**config.mk**
```make
export PLATFORM = sky130hd
export DESIGN_NAME = cpu6_clint_tmr
export DESIGN_NICKNAME = d
export VERILOG_FILES = /design/src/rtl/cpu6_clint_tmr.sv
export SDC_FILE = /design/constraint.sdc
export NUM_CORES = 1
export LEC_CHECK = 0
export ABC_AREA = 1
export BUFFER_PORTS_ARGS = -buffer_cell sky130_fd_sc_hd__buf_4
export CORE_MARGIN = 2
export CORE_UTILIZATION = 44
export DETAILED_ROUTE_END_ITERATION = 10
export PLACE_DENSITY_LB_ADDON = 0.3
export REMOVE_ABC_BUFFERS = 1
export SKIP_CTS_REPAIR_TIMING = 1
export SYNTH_ARGS = -nofsm -noshare
export SYNTH_HDL_FRONTEND = slang
export SYNTH_SLANG_ARGS = --single-unit
export TNS_END_PERCENT = 20
```
**constraint.sdc**
```tcl
create_clock -name clk -period 2.5 [get_ports clk]
set_input_delay 0.625 -clock clk [delete_from_list [all_inputs] [get_ports clk]]
set_output_delay 0.625 -clock clk [all_outputs]
set_load 0.02 [all_outputs]
```
**src/rtl/cpu6_clint_tmr.sv**
```systemverilog
// cpu6_clint_tmr -- machine-timer responder on the cpu6 data bus.
//
// Keeps a 64-bit mtime counter, advanced by a programmable prescaler, and
// compares it against a 64-bit mtimecmp.  The compare result, gated by the
// core's MTIE bit, is registered onto tmr_irq_r as a level interrupt.
//
// Register window (word offsets, decoded from dataaddr[4:2]):
//   0x00 mtime_lo     R/W     0x04 mtime_hi     R/W
//   0x08 mtimecmp_lo  R/W     0x0C mtimecmp_hi  R/W
//   0x10 ctrl         R/W  bit0 = EN, bits [8+PRESCALE_W-1:8] = DIV
//   0x14 status       RO   bit0 = mtime >= mtimecmp (ungated)
//   0x18, 0x1C        read 0, writes ignored
//
// Ports:
//   clk         clock, all state on the rising edge
//   reset       synchronous, active-low reset
//   sel         bus select for this window
//   dataaddr    byte address from the core
//   memwrite    store strobe
//   writedata   store data
//   readdata    combinational load data, 0 while sel is low
//   csr_mtie_r  mie.MTIE from the core
//   tmr_irq_r   registered timer interrupt to the core
module cpu6_clint_tmr #(
    parameter int CPU6_XLEN  = 32,
    parameter int PRESCALE_W = 8
) (
    input  logic                 clk,
    input  logic                 reset,
    input  logic                 sel,
    input  logic [CPU6_XLEN-1:0] dataaddr,
    input  logic                 memwrite,
    input  logic [CPU6_XLEN-1:0] writedata,
    output logic [CPU6_XLEN-1:0] readdata,
    input  logic                 csr_mtie_r,
    output logic                 tmr_irq_r
);

    logic [63:0]           mtime_q, mtime_d;
    logic [63:0]           mtimecmp_q, mtimecmp_d;
    logic                  en_q, en_d;
    logic [PRESCALE_W-1:0] div_q, div_d;
    logic [PRESCALE_W-1:0] pre_cnt_q, pre_cnt_d;
    logic                  irq_q, irq_d;

    logic [2:0]  reg_idx;
    logic        wr_en;
    logic        wr_mtime_lo, wr_mtime_hi, wr_cmp_lo, wr_cmp_hi, wr_ctrl;
    logic        pre_hit;
    logic        tick;
    logic        cmp_ge;
    logic [31:0] rd_word;

    // Address bits outside [4:2] are not decoded.
    logic unused_addr_bits;
    assign unused_addr_bits = ^{dataaddr[CPU6_XLEN-1:5], dataaddr[1:0]};

    always_comb begin
        reg_idx     = dataaddr[4:2];
        wr_en       = sel & memwrite;
        wr_mtime_lo = wr_en && (reg_idx == 3'd0);
        wr_mtime_hi = wr_en && (reg_idx == 3'd1);
        wr_cmp_lo   = wr_en && (reg_idx == 3'd2);
        wr_cmp_hi   = wr_en && (reg_idx == 3'd3);
        wr_ctrl     = wr_en && (reg_idx == 3'd4);

        cmp_ge  = (mtime_q >= mtimecmp_q);
        pre_hit = en_q && (pre_cnt_q == div_q);
        // A ctrl write restarts the prescaler and swallows this cycle's tick.
        tick    = pre_hit && !wr_ctrl;

        // Prescaler: a ctrl write wins; otherwise count while enabled.
        pre_cnt_d = pre_cnt_q;
        if (wr_ctrl) begin
            pre_cnt_d = '0;
        end else if (en_q) begin
            pre_cnt_d = pre_hit ? '0 : pre_cnt_q + 1'b1;
        end

        // mtime: a write to either half discards the tick for the whole
        // 64-bit counter, so a software load is never followed by a stray +1.
        mtime_d = mtime_q;
        if (tick && !wr_mtime_lo && !wr_mtime_hi) begin
            mtime_d = mtime_q + 64'd1;
        end
        if (wr_mtime_lo) begin
            mtime_d[31:0] = writedata[31:0];
        end
        if (wr_mtime_hi) begin
            mtime_d[63:32] = writedata[31:0];
        end

        mtimecmp_d = mtimecmp_q;
        if (wr_cmp_lo) begin
            mtimecmp_d[31:0] = writedata[31:0];
        end
        if (wr_cmp_hi) begin
            mtimecmp_d[63:32] = writedata[31:0];
        end

        en_d  = en_q;
        div_d = div_q;
        if (wr_ctrl) begin
            en_d  = writedata[0];
            div_d = writedata[8 +: PRESCALE_W];
        end

        // Compare uses pre-edge register values; MTIE gates only the irq.
        irq_d = cmp_ge & csr_mtie_r;

        rd_word = '0;
        case (reg_idx)
            3'd0: rd_word = mtime_q[31:0];
            3'd1: rd_word = mtime_q[63:32];
            3'd2: rd_word = mtimecmp_q[31:0];
            3'd3: rd_word = mtimecmp_q[63:32];
            3'd4: begin
                rd_word[0]              = en_q;
                rd_word[8 +: PRESCALE_W] = div_q;
            end
            3'd5: rd_word[0] = cmp_ge;
            default: rd_word = '0;
        endcase
    end

    always_ff @(posedge clk) begin
        if (!reset) begin
            mtime_q    <= '0;
            mtimecmp_q <= '1;
            en_q       <= 1'b0;
            div_q      <= '0;
            pre_cnt_q  <= '0;
            irq_q      <= 1'b0;
        end else begin
            mtime_q    <= mtime_d;
            mtimecmp_q <= mtimecmp_d;
            en_q       <= en_d;
            div_q      <= div_d;
            pre_cnt_q  <= pre_cnt_d;
            irq_q      <= irq_d;
        end
    end

    assign readdata  = sel ? CPU6_XLEN'(rd_word) : '0;
    assign tmr_irq_r = irq_q;

endmodule

```
==> qor_table.md, run 1 <==
| Metric | Reported | Unit |
|---|---|---|
| Crit share post-route | 124 | % |
| Initial antenna violation count | 0 | - |
| Count of cell types in the netlist | 42 | - |
| Unrepaired setup endpoints after global routing | true | - |
| Count of inserted antenna diode cells | 0 | - |
| Die Footprint | 24500 | sq um |
| Fraction of the mapped netlist area in adder cells | 8.08 | % |
| Violated checks | setup timing | - |
| Overall Global Routing Usage | 31.8 | % |
| Global-route wire length before repair | 60100 | um |
| Synth Register Bits | 146 | - |
| Worst Max-Slew Pin Slew | 0.512 | ns |
| Post-detailed-route via-to-cell ratio | 5.50 | - |
| Pin count of the biggest net entering global routing | 39 | - |
| Number of enable-type register cells in the synthesized netlist | 0 | - |
| Fill cell instance count of the final layout | 2168 | - |
| Data arrival time of the worst path | 2.47 | ns |
| Area of the placeable core | 22700 | sq um |
| Last weighted congestion value of the routability-driven placer | 1.03 | - |
| Met3 usage | 4.54 | % |
| I/O pins | 102 | - |
| Layout cells sized above 1 | 21.0 | % |
| Reg2Reg Depth | 13 | - |
| Synth Warn # | 0 | - |
| Fraction of power consumed by sequential logic | 41.9 | % |
| CP Launch Type | register | - |
| Met1 layer usage reported by global route | 43.0 | % |
| Number of H-tree branching levels | 4 | - |
| Status | finished, violations left | - |
| CTS Buffer Depth | 2 | - |
| Later-pin clock latency in the skew report | 0.44 | ns |
| DRT Pass-1 Iters | 5 | - |
| Cell area after synthesis | 10200 | sq um |
| Starting DRC count in detailed routing | 1022 | - |
| Proportion of register bits with asynchronous set or reset after synthesis | 0 | % |
| Min-Delay Endpoint | tmr_irq_r$_SDFF_PN0_ | - |
| Cell row count | 55 | - |
| Worst slew margin | 65.6 | % |
| Register Area | 2930 | sq um |
| Root cell of the clock tree | sky130_fd_sc_hd__clkbuf_16 | - |
| Clock transition at the registers of the reported paths | 0.07 | ns |
| Total detailed-routing wirelength | 39000 | um |
| WL/cell | 18.7 | um |
| Final count of pins violating max slew | 0 | - |
| Post-route setup slack | -0.593 | ns |
| Net Switching | 0.00153 | W |
| Hold Vio Cnt, Final | 0 | - |
| Most common cell after layout, fill and taps aside | sky130_fd_sc_hd__nand2_1 | - |
| Setup violations, final | 10 | - |
| WHS Path Cells | 3 | - |
| Busiest grt layer | met2 | - |
| Post-synthesis share of cell area spent on xor and xnor gates | 4.54 | % |
| Post-Synth Simple-Gate Area | 31.2 | % |
| TritonCTS sink count | 146 | - |
| Relative contribution of the clock network to total power | 46.4 | % |
| Share of the core filled with cells in the final layout | 58.8 | % |
| Total via count after detailed routing | 11500 | - |
| Multiplexer share of the synthesized area | 0 | % |
| Critical register-to-register path startpoint | mtime_q[0]$_SDFFE_PN0P_ | - |
| Number of cells in the design after placement | 2047 | - |
| Final standard cell count with taps included and fillers excluded | 2083 | - |
| Seq/Total Area, Yosys | 28.6 | % |
| Internal Dissipation | 0.00415 | W |
| Setup slack, reg-to-reg | 0.22 | ns |
| R2r endpoint | mtime_q[42]$_SDFFE_PN0P_ | - |
| Worst Min Path Start | csr_mtie_r | - |
| Largest family of logic cells by synthesized area | simple AND/OR/NAND/NOR gates | - |
| Min Tclk post-route | 3.09 | ns |
| Non-Filler Cell Area, Final | 13400 | sq um |
| Maximum clock frequency | 323 | MHz |
| Post-layout net count | 1921 | - |
| Pwr dens | 425 | nW/um^2 |
| Setup CP Type | register to output port | - |
| Req. time, crit path | 1.88 | ns |
| Horizontal die dimension | 156 | um |
| Dominant register cell in the synthesized netlist | sky130_fd_sc_hd__dfxtp_1 | - |
| Worst Setup End Kind | output port | - |
| Die height | 156 | um |
| Switching portion of total power | 26.9 | % |
| Maximum ir drop on the vdd rail | 0.326 | mV |
| Leakage power | 5.90 | nW |
| Grt met2 use | 52.2 | % |
| Vias in the first global route | 11000 | - |
| Top fanout value on the critical path | 3 | - |
| Layout area overhead | 30.7 | % |
| Number of max-capacitance violations reported | 0 | - |
| Share of power burned in combinational logic | 11.8 | % |
| Number of buffers inserted during clock tree synthesis | 17 | - |
| Cell count after synthesis | 1578 | - |
| Most frequent cells in the layout | sky130_fd_sc_hd__nand2_1 (452), sky130_fd_sc_hd__buf_4 (232), sky130_fd_sc_hd__nor2_1 (169), sky130_fd_sc_hd__inv_1 (158), sky130_fd_sc_hd__dfxtp_1 (139) | - |
| # port buffers | 72 | - |
| Routed Antenna Nets | 0 | - |
| CTS tree | yes | - |
| Total congestion overflow after global routing | 0 | - |
| Synthesized area divided by synthesized cell count | 6.48 | sq um |
| Number of DRC violations after detailed routing | 0 | - |
| Total area of multi-input combinational cells | 6750 | sq um |
| Worst min-delay path class | input port to register | - |
| Compound-Gate Fraction of Synth Area | 18.4 | % |
| Area post-placement | 12300 | sq um |
| Starting utilization of the core area | 45.0 | % |
| Clock skew | 0.0161 | ns |
| Hpwl dp | 30100 | um |
area by class of cell:
cell class	count	area share [%]
flip-flops and latches	146	21.9
clock inverters	11	0.974
repair buffers	251	15.4
clock buffers	20	3.42
inverters	177	5.03
multi-input cells	1193	50.5
well taps	285	2.67
through the flow:
step	power (W)	hold WS [ns]	setup TNS (ns)	setup WS, ns
floorplan	0.00269	0.456	-102.18	-1.23
global placement	0.00302	0.494	-0.350	-0.177
detailed placement	0.00303	0.495	-0.398	-0.232
CTS	0.00564	0.403	-1.00	-0.714
global route	0.00584	0.427	-1.66	-0.708
finish	0.00568	0.413	-0.803	-0.593
synth_stat cells, types with 3 or more instances:
master                       n  area, sq um
sky130_fd_sc_hd__a21boi_0    3         22.5
sky130_fd_sc_hd__a21oi_1   102          510
sky130_fd_sc_hd__a221oi_1   29          254
sky130_fd_sc_hd__a31oi_1     3         18.8
sky130_fd_sc_hd__buf_1       4         15.0
sky130_fd_sc_hd__buf_2      11         55.1
sky130_fd_sc_hd__buf_4       3         22.5
sky130_fd_sc_hd__clkbuf_1   42          158
sky130_fd_sc_hd__dfxtp_1   146         2920
sky130_fd_sc_hd__ha_1       66          826
sky130_fd_sc_hd__inv_1     171          642
sky130_fd_sc_hd__inv_2       5         18.8
sky130_fd_sc_hd__nand2_1   458         1720
sky130_fd_sc_hd__nand3_1    55          275
sky130_fd_sc_hd__nand4_1    22          138
sky130_fd_sc_hd__nor2_1    180          676
sky130_fd_sc_hd__nor2_2      6         37.5
sky130_fd_sc_hd__nor3_1     34          170
sky130_fd_sc_hd__o211ai_1   66          495
sky130_fd_sc_hd__o21a_1      5         37.5
sky130_fd_sc_hd__o21ai_0    52          260
sky130_fd_sc_hd__o22ai_1    37          231
sky130_fd_sc_hd__xnor2_1    21          184
sky130_fd_sc_hd__xor2_1     32          280
critical path, stage by stage, from the launching register on:
cell and delay, ns:
sky130_fd_sc_hd__dfxtp_1 0.33, sky130_fd_sc_hd__inv_2 0.05, sky130_fd_sc_hd__ha_4 0.26, sky130_fd_sc_hd__nand4_1 0.20
sky130_fd_sc_hd__nor3_4 0.29, sky130_fd_sc_hd__nand2_4 0.10, sky130_fd_sc_hd__nor2_2 0.12, sky130_fd_sc_hd__nand2_1 0.06
sky130_fd_sc_hd__nand2_1 0.06, sky130_fd_sc_hd__nor2_1 0.03, sky130_fd_sc_hd__nand2_1 0.11, sky130_fd_sc_hd__nand2_1 0.08
sky130_fd_sc_hd__a21oi_2 0.20, sky130_fd_sc_hd__buf_6 0.14
worst max-delay path by stage:
| stage | end | slack (ns) | startpoint | cells after the start |
|---|---|---|---|---|
| 2_1_floorplan | mtime_q[0]$_SDFFE_PN0P_ | -1.23 | dataaddr[3] | 10 |
| 3_3_place_gp | readdata[0] | -0.18 | mtimecmp_q[55]$_SDFFE_PN1P_ | 15 |
| 3_5_place_dp | readdata[0] | -0.23 | mtimecmp_q[55]$_SDFFE_PN1P_ | 15 |
| 4_1_cts | readdata[0] | -0.71 | mtimecmp_q[55]$_SDFFE_PN1P_ | 15 |
| 5_1_grt | readdata[0] | -0.71 | mtimecmp_q[53]$_SDFFE_PN1P_ | 15 |
| 6_report | readdata[0] | -0.59 | mtimecmp_q[61]$_SDFFE_PN1P_ | 13 |
per-layer routing:
layer,wire length (um),vias up,share of wire (%)
met3,2540,59,6.5
li1,-,5654,-
met2,18200,403,47
met1,17300,5348,44
met4,895,0,2.3
met5,0,-,0
registers in the layout, summed over array words and instances (netlist names):
signal	count
pre_cnt_q	8
en_q	1
mtime_q	64
div_q	8
mtimecmp_q	64
tmr_irq_r	1
logic make-up (layout without fill, tap and decap cells):
logic type      Yosys count  count (layout)
buf+inv                 239             459
fa+ha+maj                66              66
simple gates            771             771
compound gates          303             303
flops                   146             146
xor+xnor                 53              53
power groups by stage:
stage	clock [W]	sequential (W)	combinational (W)
finish	0.00263	0.00238	0.000667
global route	0.00274	0.00238	0.000717
CTS	0.00266	0.00238	0.000606
detailed placement	0	0.00243	0.000603
global placement	0	0.00243	0.000596
floorplan	0	0.00243	0.000261
Note: power is estimated with default switching activity, not from simulation.
==> run 2: changes to the inputs <==
CORE_MARGIN = 10   (was 2)
==> qor_table.md, run 2 (synthesis gave the netlist of run 1 again) <==
| Metric | Reported | Unit |
|---|---|---|
| Worst slew margin | 60.6 | % |
| Most frequent cells in the layout | sky130_fd_sc_hd__nand2_1 (450), sky130_fd_sc_hd__buf_4 (222), sky130_fd_sc_hd__nor2_1 (170), sky130_fd_sc_hd__inv_1 (161), sky130_fd_sc_hd__dfxtp_1 (142) | - |
| Worst Max-Slew Pin Slew | 0.587 | ns |
| Count of inserted antenna diode cells | 0 | - |
| Last weighted congestion value of the routability-driven placer | 1.04 | - |
| Reg2Reg Depth | 10 | - |
| Unrepaired setup endpoints after global routing | true | - |
| Starting utilization of the core area | 44.9 | % |
| Clock transition at the registers of the reported paths | 0.07 | ns |
| Post-detailed-route via-to-cell ratio | 5.53 | - |
| Setup violations, final | 3 | - |
| Root cell of the clock tree | sky130_fd_sc_hd__clkbuf_16 | - |
| Violated checks | setup timing | - |
| Final count of pins violating max slew | 0 | - |
| Setup CP Type | register to output port | - |
| Cell row count | 55 | - |
| # port buffers | 72 | - |
| CP Launch Type | register | - |
| Status | finished, violations left | - |
| Number of DRC violations after detailed routing | 0 | - |
| WL/cell | 19.5 | um |
| Number of H-tree branching levels | 4 | - |
| Post-layout net count | 1910 | - |
| Total area of multi-input combinational cells | 6630 | sq um |
| Post-route setup slack | -0.551 | ns |
| Leakage power | 5.86 | nW |
| Critical Path Start | mtimecmp_q[55]$_SDFFE_PN1P_ | - |
| Min Hold Slack | 0.406 | ns |
| Number of buffers inserted during clock tree synthesis | 17 | - |
| Pwr dens | 442 | nW/um^2 |
| Critical register-to-register path startpoint | mtime_q[33]$_SDFFE_PN0P_ | - |
| Clock skew | 0.0133 | ns |
| Register Area | 2930 | sq um |
| Worst min-delay path class | input port to register | - |
| Min Tclk post-route | 3.05 | ns |
| Hold Vio Cnt, Final | 0 | - |
| Global-route wire length before repair | 62300 | um |
| Req. time, crit path | 1.88 | ns |
| DRT Pass-1 Iters | 5 | - |
| Maximum clock frequency | 328 | MHz |
| Most common cell after layout, fill and taps aside | sky130_fd_sc_hd__nand2_1 | - |
| CTS tree | yes | - |
| Maximum ir drop on the vdd rail | 0.479 | mV |
| Overall Global Routing Usage | 27.2 | % |
| Total via count after detailed routing | 11600 | - |
| Layout cells sized above 1 | 19.5 | % |
| Later-pin clock latency in the skew report | 0.43 | ns |
| Total detailed-routing wirelength | 40900 | um |
| Die height | 172 | um |
| Pin count of the biggest net entering global routing | 65 | - |
| Die Footprint | 29700 | sq um |
| Fill cell instance count of the final layout | 2203 | - |
| Final standard cell count with taps included and fillers excluded | 2101 | - |
| WHS Path Cells | 3 | - |
| Starting DRC count in detailed routing | 1001 | - |
| Layout area overhead | 29.7 | % |
| CTS Buffer Depth | 2 | - |
| Area of the placeable core | 22800 | sq um |
| Data arrival time of the worst path | 2.43 | ns |
| Top fanout value on the critical path | 3 | - |
| Initial antenna violation count | 0 | - |
| Routed Antenna Nets | 0 | - |
| Horizontal die dimension | 172 | um |
| Vias in the first global route | 11200 | - |
| Largest registers | mtime_q: 64 flops, mtimecmp_q: 64 flops | - |
| Worst Min Path Start | csr_mtie_r | - |
| I/O pins | 102 | - |
| Number of max-capacitance violations reported | 0 | - |
| Worst Setup End Kind | output port | - |
| Hpwl dp | 31400 | um |
| Total congestion overflow after global routing | 0 | - |
| TritonCTS sink count | 146 | - |
| Number of cells in the design after placement | 2067 | - |
| Crit share post-route | 122 | % |
## run 2: cell count changes in the layout (fill, tap and decap cells not counted), moves of 3 or more
| cell | previous run | this run |
|---|---|---|
| sky130_fd_sc_hd__buf_4 | 232 | 222 |
| sky130_fd_sc_hd__buf_6 | 6 | 2 |
| sky130_fd_sc_hd__clkinvlp_4 | 4 | 1 |
| sky130_fd_sc_hd__dfxtp_1 | 139 | 142 |
| sky130_fd_sc_hd__dfxtp_2 | 7 | 4 |
| sky130_fd_sc_hd__inv_1 | 158 | 161 |
| sky130_fd_sc_hd__nand2_2 | 5 | 8 |
| sky130_fd_sc_hd__o22ai_1 | 24 | 36 |
| sky130_fd_sc_hd__o22ai_2 | 11 | 0 |
## run 2: critical path, cell delays in order (launching register included)
cell                      delay, ns
sky130_fd_sc_hd__dfxtp_1       0.31
sky130_fd_sc_hd__inv_1         0.05
sky130_fd_sc_hd__ha_1          0.29
sky130_fd_sc_hd__nand2_1       0.08
sky130_fd_sc_hd__nor2_2        0.14
sky130_fd_sc_hd__nor3b_4       0.28
sky130_fd_sc_hd__nand2_4       0.11
sky130_fd_sc_hd__nor2_2        0.12
sky130_fd_sc_hd__nand2_1       0.06
sky130_fd_sc_hd__nand2_1       0.05
sky130_fd_sc_hd__nor2_1        0.04
sky130_fd_sc_hd__nand2_2       0.08
sky130_fd_sc_hd__nand2_2       0.06
sky130_fd_sc_hd__a21oi_2       0.18
sky130_fd_sc_hd__buf_6         0.14
## run 2: final cells by class
| cell class | count | share of cell area, % |
|---|---|---|
| clock buffers | 20 | 3.52 |
| clock inverters | 12 | 1.28 |
| inverters | 177 | 5.05 |
| multi-input cells | 1193 | 50.0 |
| flip-flops and latches | 146 | 22.1 |
| well taps | 313 | 2.95 |
| repair buffers | 240 | 15.1 |
## run 2: through the flow
| stage | area, sq um | setup TNS [ns] | util, % | worst slack, ns | power (W) |
|---|---|---|---|---|---|
| 2_1_floorplan | 9950 | -102.18 | - | -1.23 | 0.00269 |
| 3_3_place_gp | 12300 | -0.278 | 54.0 | -0.269 | 0.00302 |
| 3_5_place_dp | 12300 | -0.379 | 54.0 | -0.344 | 0.00303 |
| 4_1_cts | 12900 | -0.927 | 56.8 | -0.799 | 0.00584 |
| 5_1_grt | 13300 | -1.12 | 58.2 | -0.707 | 0.00603 |
| 6_report | 13300 | -0.593 | 58.2 | -0.551 | 0.00586 |
## run 2: final timing paths
path	slack, ns	end
min reg2reg	0.51	div_q[6]$_SDFFE_PN0P_
max reg2reg	0.16	mtime_q[37]$_SDFFE_PN0P_
min	0.41	tmr_irq_r$_SDFF_PN0_
max	-0.55	readdata[0]
## run 2: where the power goes
part | internal [W] | switching (W) | leakage (nW)
combinational | 0.000254 | 0.000393 | 4.37
sequential | 0.00236 | 0.0000162 | 1.18
clock | 0.00168 | 0.00116 | 0.310
## run 2: routing by layer
metal  track usage (%)  share of wire [%]  routed length, um  vias to the layer above
met5                 0                  0                  0                        -
met2              45.4                 48              19500                      424
met4              7.16                1.9                782                        0
met1              35.8                 44              18100                     5505
li1                  -                  -                  -                     5633
met3              3.69                6.1               2500                       60
==> run 3: changes to the inputs <==
clock period = 3.2 ns   (was 2.5 ns; I/O delays follow)
==> qor_table.md, run 3 (synthesis gave the netlist of run 1 again) <==
| Metric | Reported | Unit |
|---|---|---|
| Status | finished, violations left | - |
| Violated checks | setup timing | - |
| Unrepaired setup endpoints after global routing | true | - |
| Total power after layout | 0.00439 | W |
| Starting utilization of the core area | 44.9 | % |
| Most common cell after layout, fill and taps aside | sky130_fd_sc_hd__nand2_1 | - |
| Fraction of power consumed by sequential logic | 42.4 | % |
| Number of max-capacitance violations reported | 0 | - |
| I/O pins | 102 | - |
| Buf/Inv on CP | 2 | - |
| WL/cell | 19.2 | um |
| Cell with the most instances on the worst path | sky130_fd_sc_hd__nand2_1 | - |
| Min Tclk post-route | 3.33 | ns |
| Cell-by-cell trace of the critical path | inv_1 -> ha_1 -> a21oi_1 -> o21ai_0 -> a21oi_1 -> nand2_1 -> nor2_1 -> nand2_1 -> nand2_1 -> nand2_2 -> nand2_2 -> a21oi_2 -> buf_6 | - |
| Initial antenna violation count | 0 | - |
| Pwr dens | 356 | nW/um^2 |
| Crit-path leading delay family | compound AO/OA/AOI/OAI gates | - |
| Leakage power | 5.28 | nW |
| Switching portion of total power | 26.6 | % |
| Total via count after detailed routing | 11300 | - |
| Post-detailed-route via-to-cell ratio | 5.61 | - |
| Maximum clock frequency | 301 | MHz |
| Detailed-route wire length on metal 1 | 17400 | um |
| Number of cells in the design after placement | 1986 | - |
| Req. time, crit path | 2.40 | ns |
| Worst Setup End Kind | output port | - |
| Highest Signal Layer | met4 | - |
| Met3 wire length | 2750 | um |
| Most frequent cells in the layout | sky130_fd_sc_hd__nand2_1 (452), sky130_fd_sc_hd__nor2_1 (173), sky130_fd_sc_hd__inv_1 (163), sky130_fd_sc_hd__buf_4 (151), sky130_fd_sc_hd__dfxtp_1 (138) | - |
| Share of power burned in combinational logic | 10.1 | % |
| Clock skew | 0.0105 | ns |
| Number of buffers inserted during clock tree synthesis | 17 | - |
| Count of inserted antenna diode cells | 0 | - |
| Total congestion overflow after global routing | 0 | - |
| Final standard cell count with taps included and fillers excluded | 2017 | - |
| Routed Antenna Nets | 0 | - |
| Met2 routed WL | 17700 | um |
| Crit share post-route | 104 | % |
| Largest incremental delay on the critical path | 0.31 | ns |
| Last weighted congestion value of the routability-driven placer | 1.03 | - |
| Relative contribution of the clock network to total power | 47.6 | % |
| Worst slew margin | 52.2 | % |
| Global-route wire length before repair | 60000 | um |
| Maximum ir drop on the vdd rail | 0.250 | mV |
| Data arrival time of the worst path | 2.53 | ns |
| # port buffers | 72 | - |
| Hold Vio Cnt, Final | 0 | - |
| Top fanout value on the critical path | 3 | - |
| Layout cells sized above 1 | 14.5 | % |
| Slowest cell on the critical path | sky130_fd_sc_hd__dfxtp_1 | - |
| Total detailed-routing wirelength | 38800 | um |
| Later-pin clock latency in the skew report | 0.44 | ns |
| Clock transition at the registers of the reported paths | 0.07 | ns |
| CTS Buffer Depth | 2 | - |
| TritonCTS sink count | 146 | - |
| Post-route setup slack | -0.128 | ns |
| Starting DRC count in detailed routing | 1202 | - |
| Fill cell instance count of the final layout | 2316 | - |
| Vias in the first global route | 10800 | - |
| Net Switching | 0.00117 | W |
| Layout area overhead | 20.7 | % |
| Number of DRC violations after detailed routing | 0 | - |
| Area of the placeable core | 22800 | sq um |
| Largest registers | mtime_q: 64 flops, mtimecmp_q: 64 flops | - |
| CTS tree | yes | - |
| Die height | 172 | um |
| Post-layout net count | 1826 | - |
| Internal Dissipation | 0.00322 | W |
| Horizontal die dimension | 172 | um |
| Root cell of the clock tree | sky130_fd_sc_hd__clkbuf_16 | - |
| Setup CP Type | register to output port | - |
| DRT Pass-1 Iters | 5 | - |
| Cell row count | 55 | - |
| Final count of pins violating max slew | 0 | - |
| CP Launch Type | register | - |
| Hpwl dp | 29800 | um |
| Worst Max-Slew Pin Slew | 0.712 | ns |
| Number of H-tree branching levels | 4 | - |
| Overall Global Routing Usage | 26.0 | % |
| Setup violations, final | 1 | - |
| Die Footprint | 29700 | sq um |
| Worst min-delay path class | register to register | - |
| Pin count of the biggest net entering global routing | 82 | - |
run 3: per-layer routing:
metal | GRT usage [%] | vias to the layer above
li1 | - | 5476
met1 | 35.1 | 5324
met2 | 41.5 | 449
met3 | 3.69 | 62
met4 | 9.00 | 0
met5 | 0 | -
run 3: worst min-delay path, cell delays in order (launching register included):
cell and delay [ns]:
sky130_fd_sc_hd__dfxtp_1 0.33, sky130_fd_sc_hd__inv_1 0.08, sky130_fd_sc_hd__a21oi_1 0.06
run 3: final timing paths:
kind | start | to | slack [ns] | cells past startpoint
hold / removal | div_q[6]$_SDFFE_PN0P_ | div_q[6]$_SDFFE_PN0P_ | 0.51 | 2
setup reg to reg | mtime_q[0]$_SDFFE_PN0P_ | mtime_q[30]$_SDFFE_PN0P_ | 0.66 | 13
hold reg to reg | div_q[6]$_SDFFE_PN0P_ | div_q[6]$_SDFFE_PN0P_ | 0.51 | 2
setup / recovery | mtimecmp_q[31]$_SDFFE_PN1P_ | readdata[0] | -0.13 | 13
run 3: area by class of cell:
cell class | count | area, sq um | area share (%)
Timing Repair Buffer | 156 | 1220 | 9.93
Tap cell | 313 | 392 | 3.18
Clock buffer | 22 | 474 | 3.84
Multi-Input combinational cell | 1193 | 6520 | 52.9
Inverter | 177 | 667 | 5.41
Sequential cell | 146 | 2930 | 23.8
Clock inverter | 10 | 123 | 0.994
run 3: power groups by stage:
stage	Clock (W)	Sequential (W)	Combinational [W]
final	0.00209	0.00186	0.000442
after global routing	0.00220	0.00186	0.000479
after detailed placement	0	0.00190	0.000428
after floorplan	0	0.00190	0.000204
after global placement	0	0.00190	0.000423
after CTS	0.00211	0.00186	0.000431
run 3: through the flow:
stage                     setup WS [ns]  cell area (sq um)  hold slack [ns]  setup TNS [ns]  utilization (%)
final                            -0.128              12300            0.509          -0.128             54.2
after global routing             -0.198              12300            0.546          -0.198             54.2
after CTS                        -0.331              12200            0.511          -0.331             53.5
after detailed placement          0.142              11600            0.497               0             50.9
after global placement            0.143              11600            0.485               0             50.9
after floorplan                  -0.701               9950            0.456          -40.66                -
